[config.mk]
export PLATFORM = sky130hd
export DESIGN_NAME = click_rx_sync
export DESIGN_NICKNAME = d
export VERILOG_FILES = /design/src/rtl/click_rx_sync.sv
export SDC_FILE = /design/constraint.sdc
export NUM_CORES = 1
export LEC_CHECK = 0
export CAP_MARGIN = 30
export CORE_MARGIN = 1
export CORE_UTILIZATION = 55
export DETAILED_ROUTE_END_ITERATION = 7
export PLACE_DENSITY = 0.78
export SYNTH_ARGS = -nofsm -noshare
export SYNTH_HDL_FRONTEND = slang
export SYNTH_SLANG_ARGS = --single-unit
export TNS_END_PERCENT = 100
[constraint.sdc]
create_clock -name clk -period 6.2 [get_ports clk]
set_input_delay 0.62 -clock clk [delete_from_list [all_inputs] [get_ports clk]]
set_output_delay 0.62 -clock clk [all_outputs]
set_load 0.01 [all_outputs]
[src/rtl/click_rx_sync.sv]
// click_rx_sync: clocked receiver at the output end of a 2-phase click pipeline.
// It synchronises the incoming request, captures the bundled data, returns the ack
// transition and buffers tokens in a first-word-fall-through FIFO.
//
// state      | meaning
// -----------+---------------------------------------------------------------
// IDLE       | no token waiting, or a pending token is captured this edge
// WAIT_SPACE | a token is pending but the FIFO is full; hold the ack back
//
// reset_n asserts asynchronously; its release is expected to be clk-synchronous.
// On release in_req is normally 0 because the upstream pipeline shares reset_n;
// if it is 1, that is treated as a fresh token.
module click_rx_sync #(
    parameter int DW          = 2,
    parameter int SYNC_STAGES = 2,
    parameter int DEPTH       = 4
) (
    input  logic                   clk,
    input  logic                   reset_n,
    input  logic                   in_req,
    input  logic [DW-1:0]          in_data,
    output logic                   in_ack,
    output logic                   out_valid,
    output logic [DW-1:0]          out_data,
    input  logic                   out_ready,
    output logic [$clog2(DEPTH):0] fifo_count
);

    localparam int AW = $clog2(DEPTH);
    localparam int CW = AW + 1;

    typedef enum logic {
        IDLE       = 1'b0,
        WAIT_SPACE = 1'b1
    } state_t;

    state_t              r_state;
    logic [SYNC_STAGES-1:0] r_sync;
    logic                r_ack;
    logic [DW-1:0]       r_mem [DEPTH];
    logic [AW-1:0]       r_wr_ptr;
    logic [AW-1:0]       r_rd_ptr;
    logic [CW-1:0]       r_count;

    logic                w_req_s;
    logic                w_pending;
    logic                w_full;
    logic                w_push;
    logic                w_pop;

    // Full is judged on the registered count only, so a pop never lets a push
    // through on the same edge; the held token goes in one edge later.
    assign w_req_s   = r_sync[SYNC_STAGES-1];
    assign w_pending = (w_req_s != r_ack);
    assign w_full    = (r_count == CW'(DEPTH));
    assign w_push    = w_pending & ~w_full;
    assign w_pop     = (r_count != '0) & out_ready;

    assign in_ack     = r_ack;
    assign out_valid  = (r_count != '0);
    assign out_data   = r_mem[r_rd_ptr];
    assign fifo_count = r_count;

    // Synchronise the 2-phase request; the bundled data is never synchronised.
    always_ff @(posedge clk or negedge reset_n) begin
        if (!reset_n) begin
            r_sync <= '0;
        end else begin
            r_sync <= {r_sync[SYNC_STAGES-2:0], in_req};
        end
    end

    // Capture control: toggle the ack on every accepted token, stall while full.
    always_ff @(posedge clk or negedge reset_n) begin
        if (!reset_n) begin
            r_state <= IDLE;
            r_ack   <= 1'b0;
        end else begin
            case (r_state)
                IDLE: begin
                    if (w_push) begin
                        r_ack <= ~r_ack;
                    end else if (w_pending) begin
                        r_state <= WAIT_SPACE;
                    end
                end
                WAIT_SPACE: begin
                    if (w_push) begin
                        r_ack   <= ~r_ack;
                        r_state <= IDLE;
                    end else if (!w_pending) begin
                        r_state <= IDLE;
                    end
                end
                default: r_state <= IDLE;
            endcase
        end
    end

    // Token FIFO: write at tail on capture, advance head on pop.
    always_ff @(posedge clk or negedge reset_n) begin
        if (!reset_n) begin
            for (int i = 0; i < DEPTH; i++) begin
                r_mem[i] <= '0;
            end
            r_wr_ptr <= '0;
            r_rd_ptr <= '0;
            r_count  <= '0;
        end else begin
            if (w_push) begin
                r_mem[r_wr_ptr] <= in_data;
                r_wr_ptr        <= r_wr_ptr + AW'(1);
            end
            if (w_pop) begin
                r_rd_ptr <= r_rd_ptr + AW'(1);
            end
            case ({w_push, w_pop})
                2'b10:   r_count <= r_count + CW'(1);
                2'b01:   r_count <= r_count - CW'(1);
                default: r_count <= r_count;
            endcase
        end
    end

endmodule
==> results.json, run 1 <==
{
  "power_density_nw_per_um2": 512,
  "drc": 0,
  "setup_ws_ns": 3.82,
  "dp_slack_ns": 3.80,
  "vias": 495,
  "min_period_ns": 2.38,
  "design.final.nets": 90,
  "rsz0062_at_grt": "false",
  "grt_usage": 0.175,
  "syn_area_sq_um": 886,
  "cts_sinks": 18,
  "fin_skew_ns": 0.000769,
  "crit_family": "multiplexers",
  "post_cts_resized": 0,
  "cts_buffers": 3,
  "grt_pass1_vias": 506,
  "area_growth_syn_to_layout_pct": 17.1,
  "r2r_cells": 9,
  "cts_max_level": 1,
  "maxCapViolations": 0,
  "hpwl_um": 990,
  "ys_types": 21,
  "synth.most_common_cell": "dfrtp_1",
  "postCtsHoldBufs": 0,
  "synth-seq-cells": 18,
  "synth_top_area_cell": "dfrtp_1",
  "relSlewSlack": 0.488,
  "port_buffers": 12,
  "min_path_type": "flip-flop to flip-flop",
  "status": "complete, no violations",
  "synthCells": 62,
  "die_x_um": 42.1,
  "rows": 14,
  "synth_edf_count": 0,
  "required_ns": 5.58,
  "slowest_delay_ns": 0.52,
  "gp_congestion": 0.697,
  "die-area_sq_um": 1770,
  "worst-path-max-fanout": 4,
  "r2r-end": "fifo_count[2]",
  "synth_top_area_frac": 0.508,
  "hold_viol": 0,
  "setup_violations": 0,
  "start_util": 0.588,
  "overflow": 0,
  "async_flop_share": 1.00,
  "post_cts_buffers": 0,
  "synth_commonest_cells": "dfrtp_1 (18), mux2_1 (8), inv_1 (6)",
  "critPathSlowestCell": "mux4_2",
  "crit_path_end": "out_data[0]",
  "static-leakage-power_nw": 0.457,
  "avgSynthCellArea_sq_um": 14.3,
  "cp_num_buf_inv": 1,
  "path_cells": "mux4_2 -> clkdlybuf4s50_1",
  "path_clk_slew_ns": 0.09,
  "timing.fmax_mhz": 421,
  "vdd_ir_drop_max_v": 0.000324,
  "antenna_found_initial": 0,
  "max_slew.worst_pin.slew_ns": 0.765,
  "cp_num_cells": 2,
  "placedCellCount": 89,
  "design.core.area_sq_um": 1510,
  "holdWs_ns": 0.360,
  "synth_fp_nets": 74,
  "grt_max_degree": 19,
  "worstSetupPathType": "flip-flop to output pin",
  "wire_per_inst_um": 14.2,
  "crit_path_start": "r_rd_ptr[0]",
  "dr.pass1.iters": 3,
  "worst_ep_arrival_time_ns": 1.76,
  "clk-insertion-delay-late_ns": 0.28,
  "timing.rr.start": "fifo_count[0]",
  "root_buffer": "clkbuf_4",
  "final_layout_size_suffix_gt1_frac": 0.158,
  "drt-total-wl_um": 1310,
  "die_h_um": 42.1,
  "cts_tree": "built",
  "fin_cells": 92,
  "ant_nets": 0,
  "setup-tns-final_ns": 0,
  "viasPerCell": 5.38,
  "diodes": 0,
  "synth_seq_area_share": 0.508,
  "fin_util": 0.689,
  "ios": 13,
  "finalCritPeriodShare": 0.383,
  "clockBufferDepth": 2,
  "grt_pass1_wl_um": 2190,
  "drt_iter0_drc": 2,
  "drv_slew": 0,
  "synth_area_leaders": "dfrtp_1 (51%), mux2_1 (10%), ha_1 (7.1%)",
  "ff2ff_setup_slack_ns": 3.89,
  "cp-end-kind": "output pin",
  "ys.flop_type": "dfrtp_1",
  "yosys_warnings": 0,
  "startpoint_type": "flip-flop"
}
[state kept, by name (all words and copies together), names as in the netlist]
name,count
r_wr_ptr,2
r_sync,2
r_rd_ptr,2
r_mem,8
fifo_count,3
in_ack,1
[layout by cell type, fill, tap and decap left out, types with 2 or more instances in the layout]
master,n
clkbuf_4,3
clkdlybuf4s50_1,12
dfrtp_1,18
ha_1,5
inv_1,6
mux2_1,8
mux4_2,2
nand3_2,4
xnor2_1,3
xor2_1,3
[per-layer routing]
layer / GRT usage / vias up / wire length (um)
li1: - / 240 / -
met1: 0.203 / 242 / 581
met2: 0.288 / 9 / 649
met3: 0.0302 / 4 / 43
met4: 0.131 / 0 / 33
met5: 0 / - / 0
[cell families after synthesis]
kind of cell | Yosys count | synth area share
buffers and inverters | 7 | 0.0381
muxes | 12 | 0.181
xor gates and xnor gates | 7 | 0.0777
DFF | 18 | 0.508
AOI/OAI and AO/OA | 2 | 0.0155
and+or+nand+nor | 10 | 0.0862
adders and majority gates | 6 | 0.0932
[power by group]
| group | total (mW) | leakage, nW | internal (mW) | switching (mW) |
|---|---|---|---|---|
| clock | 0.0542 | 0.0138 | 0.0225 | 0.0316 |
| sequential | 0.218 | 0.210 | 0.173 | 0.0454 |
| combinational | 0.258 | 0.233 | 0.152 | 0.107 |
[worst register-to-register path, stage by stage, from the launching register on]
cell and delay (ns):
dfrtp_1 0.45, or3b_1 0.53, and2_4 0.22, inv_1 0.06, ha_1 0.17, inv_1 0.06, fa_1 0.37, xor2_1 0.15
nor2_1 0.11, xor2_1 0.14
[metrics by stage]
stage / power [mW] / instance area [sq um]
2_1_floorplan: 0.397 / 886
3_3_place_gp: 0.473 / 1010
3_5_place_dp: 0.483 / 1010
4_1_cts: 0.539 / 1040
5_1_grt: 0.574 / 1040
6_report: 0.531 / 1040
[area by class of cell]
type                            instances  area, sq um
Tap cell                               16         20.0
Multi-Input combinational cell         37          402
Inverter                                6         22.5
Fill cell                             123          469
Sequential cell                        18          450
Clock buffer                            3         22.5
Timing Repair Buffer                   12          120
[how the worst min path moves through the flow]
stage / start / to / slack (ns) / depth (start not counted)
global route: r_sync[0] / r_sync[1] / 0.37 / 0
detailed placement: r_sync[0] / r_sync[1] / 0.34 / 0
finish: r_sync[0] / r_sync[1] / 0.36 / 0
global placement: r_sync[0] / r_sync[1] / 0.33 / 0
CTS: r_sync[0] / r_sync[1] / 0.37 / 0
floorplan: reset_n / fifo_count[0] / 0.32 / 0
Note: power is estimated with default switching activity, not from simulation.
==> run 2: changes to the inputs <==
--- a/config.mk
+++ b/config.mk
@@ -7,9 +7,9 @@
 export LEC_CHECK = 0
 export CAP_MARGIN = 30
 export CORE_MARGIN = 1
-export CORE_UTILIZATION = 55
+export CORE_UTILIZATION = 51
 export DETAILED_ROUTE_END_ITERATION = 7
-export PLACE_DENSITY = 0.78
+export PLACE_DENSITY = 0.73
 export SYNTH_ARGS = -nofsm -noshare
 export SYNTH_HDL_FRONTEND = slang
 export SYNTH_SLANG_ARGS = --single-unit
==> constraint.sdc (replaced) <==
create_clock -name clk -period 2.5 [get_ports clk]
set_input_delay 0.25 -clock clk [delete_from_list [all_inputs] [get_ports clk]]
set_output_delay 0.25 -clock clk [all_outputs]
set_load 0.01 [all_outputs]
==> results.json, run 2 (synthesis results as in run 1) <==
{
  "drt_iter0_drc": 9,
  "fin_skew_ns": 0.000792,
  "ff2ff_setup_slack_ns": 0.38,
  "critPathSlowestCell": "dfrtp_1",
  "diodes": 0,
  "die_h_um": 43.7,
  "clk-insertion-delay-late_ns": 0.29,
  "worst-path-max-fanout": 6,
  "p_sw_uw": 459,
  "fin_cells": 93,
  "status": "complete, no violations",
  "holdPathEnd": "r_sync[1]",
  "ios": 13,
  "port_buffers": 12,
  "fin_area_sq_um": 1040,
  "holdWs_ns": 0.364,
  "r2r_cells": 9,
  "layout_common_cells": "dfrtp_1 (18), clkdlybuf4s50_1 (12), mux2_1 (8)",
  "total_power_mw": 1.33,
  "max_slew.worst_pin.slew_ns": 0.785,
  "combPwrFrac": 0.493,
  "vias": 504,
  "startpoint_type": "flip-flop",
  "slowest_delay_ns": 0.45,
  "p_int_uw": 871,
  "static-leakage-power_nw": 0.461,
  "maxCapViolations": 0,
  "largest_reg_flops": 8,
  "relSlewSlack": 0.475,
  "r2r-end": "fifo_count[2]",
  "design.core.area_sq_um": 1560,
  "final_common_cell": "dfrtp_1",
  "hp-start": "r_sync[0]",
  "required_ns": 2.72,
  "drc": 0,
  "register_area_sq_um": 450,
  "grt_pass1_vias": 489,
  "vdd_ir_drop_max_v": 0.000707,
  "root_buffer": "clkbuf_4",
  "p_clk_frac": 0.104,
  "fillerInstances": 129,
  "sw_frac_of_total": 0.345,
  "wire_per_inst_um": 13.8,
  "min_path_type": "flip-flop to flip-flop",
  "hold_path_depth": 0,
  "hold_viol": 0,
  "design.final.nets": 91,
  "postCtsHoldBufs": 0,
  "cts_max_level": 1,
  "setup_ws_ns": 0.378,
  "overflow": 0,
  "rows": 14,
  "drv_slew": 0,
  "ant_nets": 0,
  "crit_family": "simple AND/OR/NAND/NOR gates",
  "dr.pass1.iters": 3,
  "min_period_ns": 2.12,
  "placedCellCount": 90,
  "start_util": 0.568,
  "fin_util": 0.670,
  "final_layout_size_suffix_gt1_frac": 0.169,
  "area_growth_syn_to_layout_pct": 17.9,
  "die-area_sq_um": 1910,
  "antenna_found_initial": 0,
  "path_cells": "or3b_1 -> and2_4 -> inv_1 -> ha_1 -> inv_1 -> fa_1 -> xor2_1 -> nor2_1 -> xor2_1",
  "gp_congestion": 0.710,
  "worstSetupPathType": "flip-flop to flip-flop",
  "post_cts_buffers": 0,
  "grt_max_degree": 19,
  "timing.rr.start": "fifo_count[0]",
  "clockBufferDepth": 2,
  "rsz0062_at_grt": "false",
  "finalCritPeriodShare": 0.849,
  "timing.fmax_mhz": 471,
  "largest-register": "r_mem",
  "worst_ep_arrival_time_ns": 2.34,
  "cp_num_buf_inv": 2,
  "cp-end-kind": "flip-flop",
  "cts_buffers": 3,
  "viasPerCell": 5.42,
  "grt_usage": 0.170,
  "power_density_nw_per_um2": 1270,
  "cts_sinks": 18,
  "grt_pass1_wl_um": 2190,
  "hpwl_um": 987,
  "pwr-share-seq": 0.403,
  "dpl_cell_area_sq_um": 1020,
  "die_x_um": 43.7,
  "dp_slack_ns": 0.394,
  "setup_violations": 0,
  "multi_input_area_sq_um": 402,
  "setup-tns-final_ns": 0,
  "drt-total-wl_um": 1280,
  "path_clk_slew_ns": 0.09,
  "post_cts_resized": 0,
  "cts_tree": "built"
}
run 2: layout make-up:
| cell class | count | share of cell area |
|---|---|---|
| flip-flops and latches | 18 | 0.431 |
| multi-input cells | 37 | 0.384 |
| inverters | 6 | 0.0216 |
| clock buffers | 3 | 0.0216 |
| repair buffers | 13 | 0.122 |
| well taps | 16 | 0.0192 |
run 2: worst reg2reg max path, cell delays in order (launching register included):
cell and delay, ns:
dfrtp_1 0.45, or3b_1 0.40, and2_4 0.16, inv_1 0.05
ha_1 0.17, inv_1 0.06, fa_1 0.37, xor2_1 0.15
nor2_1 0.10, xor2_1 0.15
run 2: power groups by stage:
stage / registers (mW) / logic (mW) / clock network (mW)
after detailed placement: 0.546 / 0.665 / 0
after global routing: 0.556 / 0.717 / 0.162
after floorplan: 0.533 / 0.450 / 0
final: 0.536 / 0.656 / 0.139
after CTS: 0.539 / 0.669 / 0.145
after global placement: 0.542 / 0.651 / 0
run 2: layer usage:
| metal | track usage | up-vias | wire [um] |
|---|---|---|---|
| li1 | - | 236 | - |
| met1 | 0.218 | 255 | 565 |
| met2 | 0.242 | 9 | 630 |
| met3 | 0.0500 | 4 | 45 |
| met4 | 0.131 | 0 | 40 |
| met5 | 0 | - | 0 |
run 2: worst max-delay path by stage:
stage                     slack, ns  cells past startpoint             to           from
after CTS                      0.37                      9  fifo_count[2]  fifo_count[0]
after global placement         0.40                      9  fifo_count[2]  fifo_count[0]
after global routing           0.26                      9  fifo_count[2]  fifo_count[0]
after detailed placement       0.39                      9  fifo_count[2]  fifo_count[0]
final                          0.38                      9  fifo_count[2]  fifo_count[0]
after floorplan                0.32                     10  fifo_count[2]  fifo_count[0]
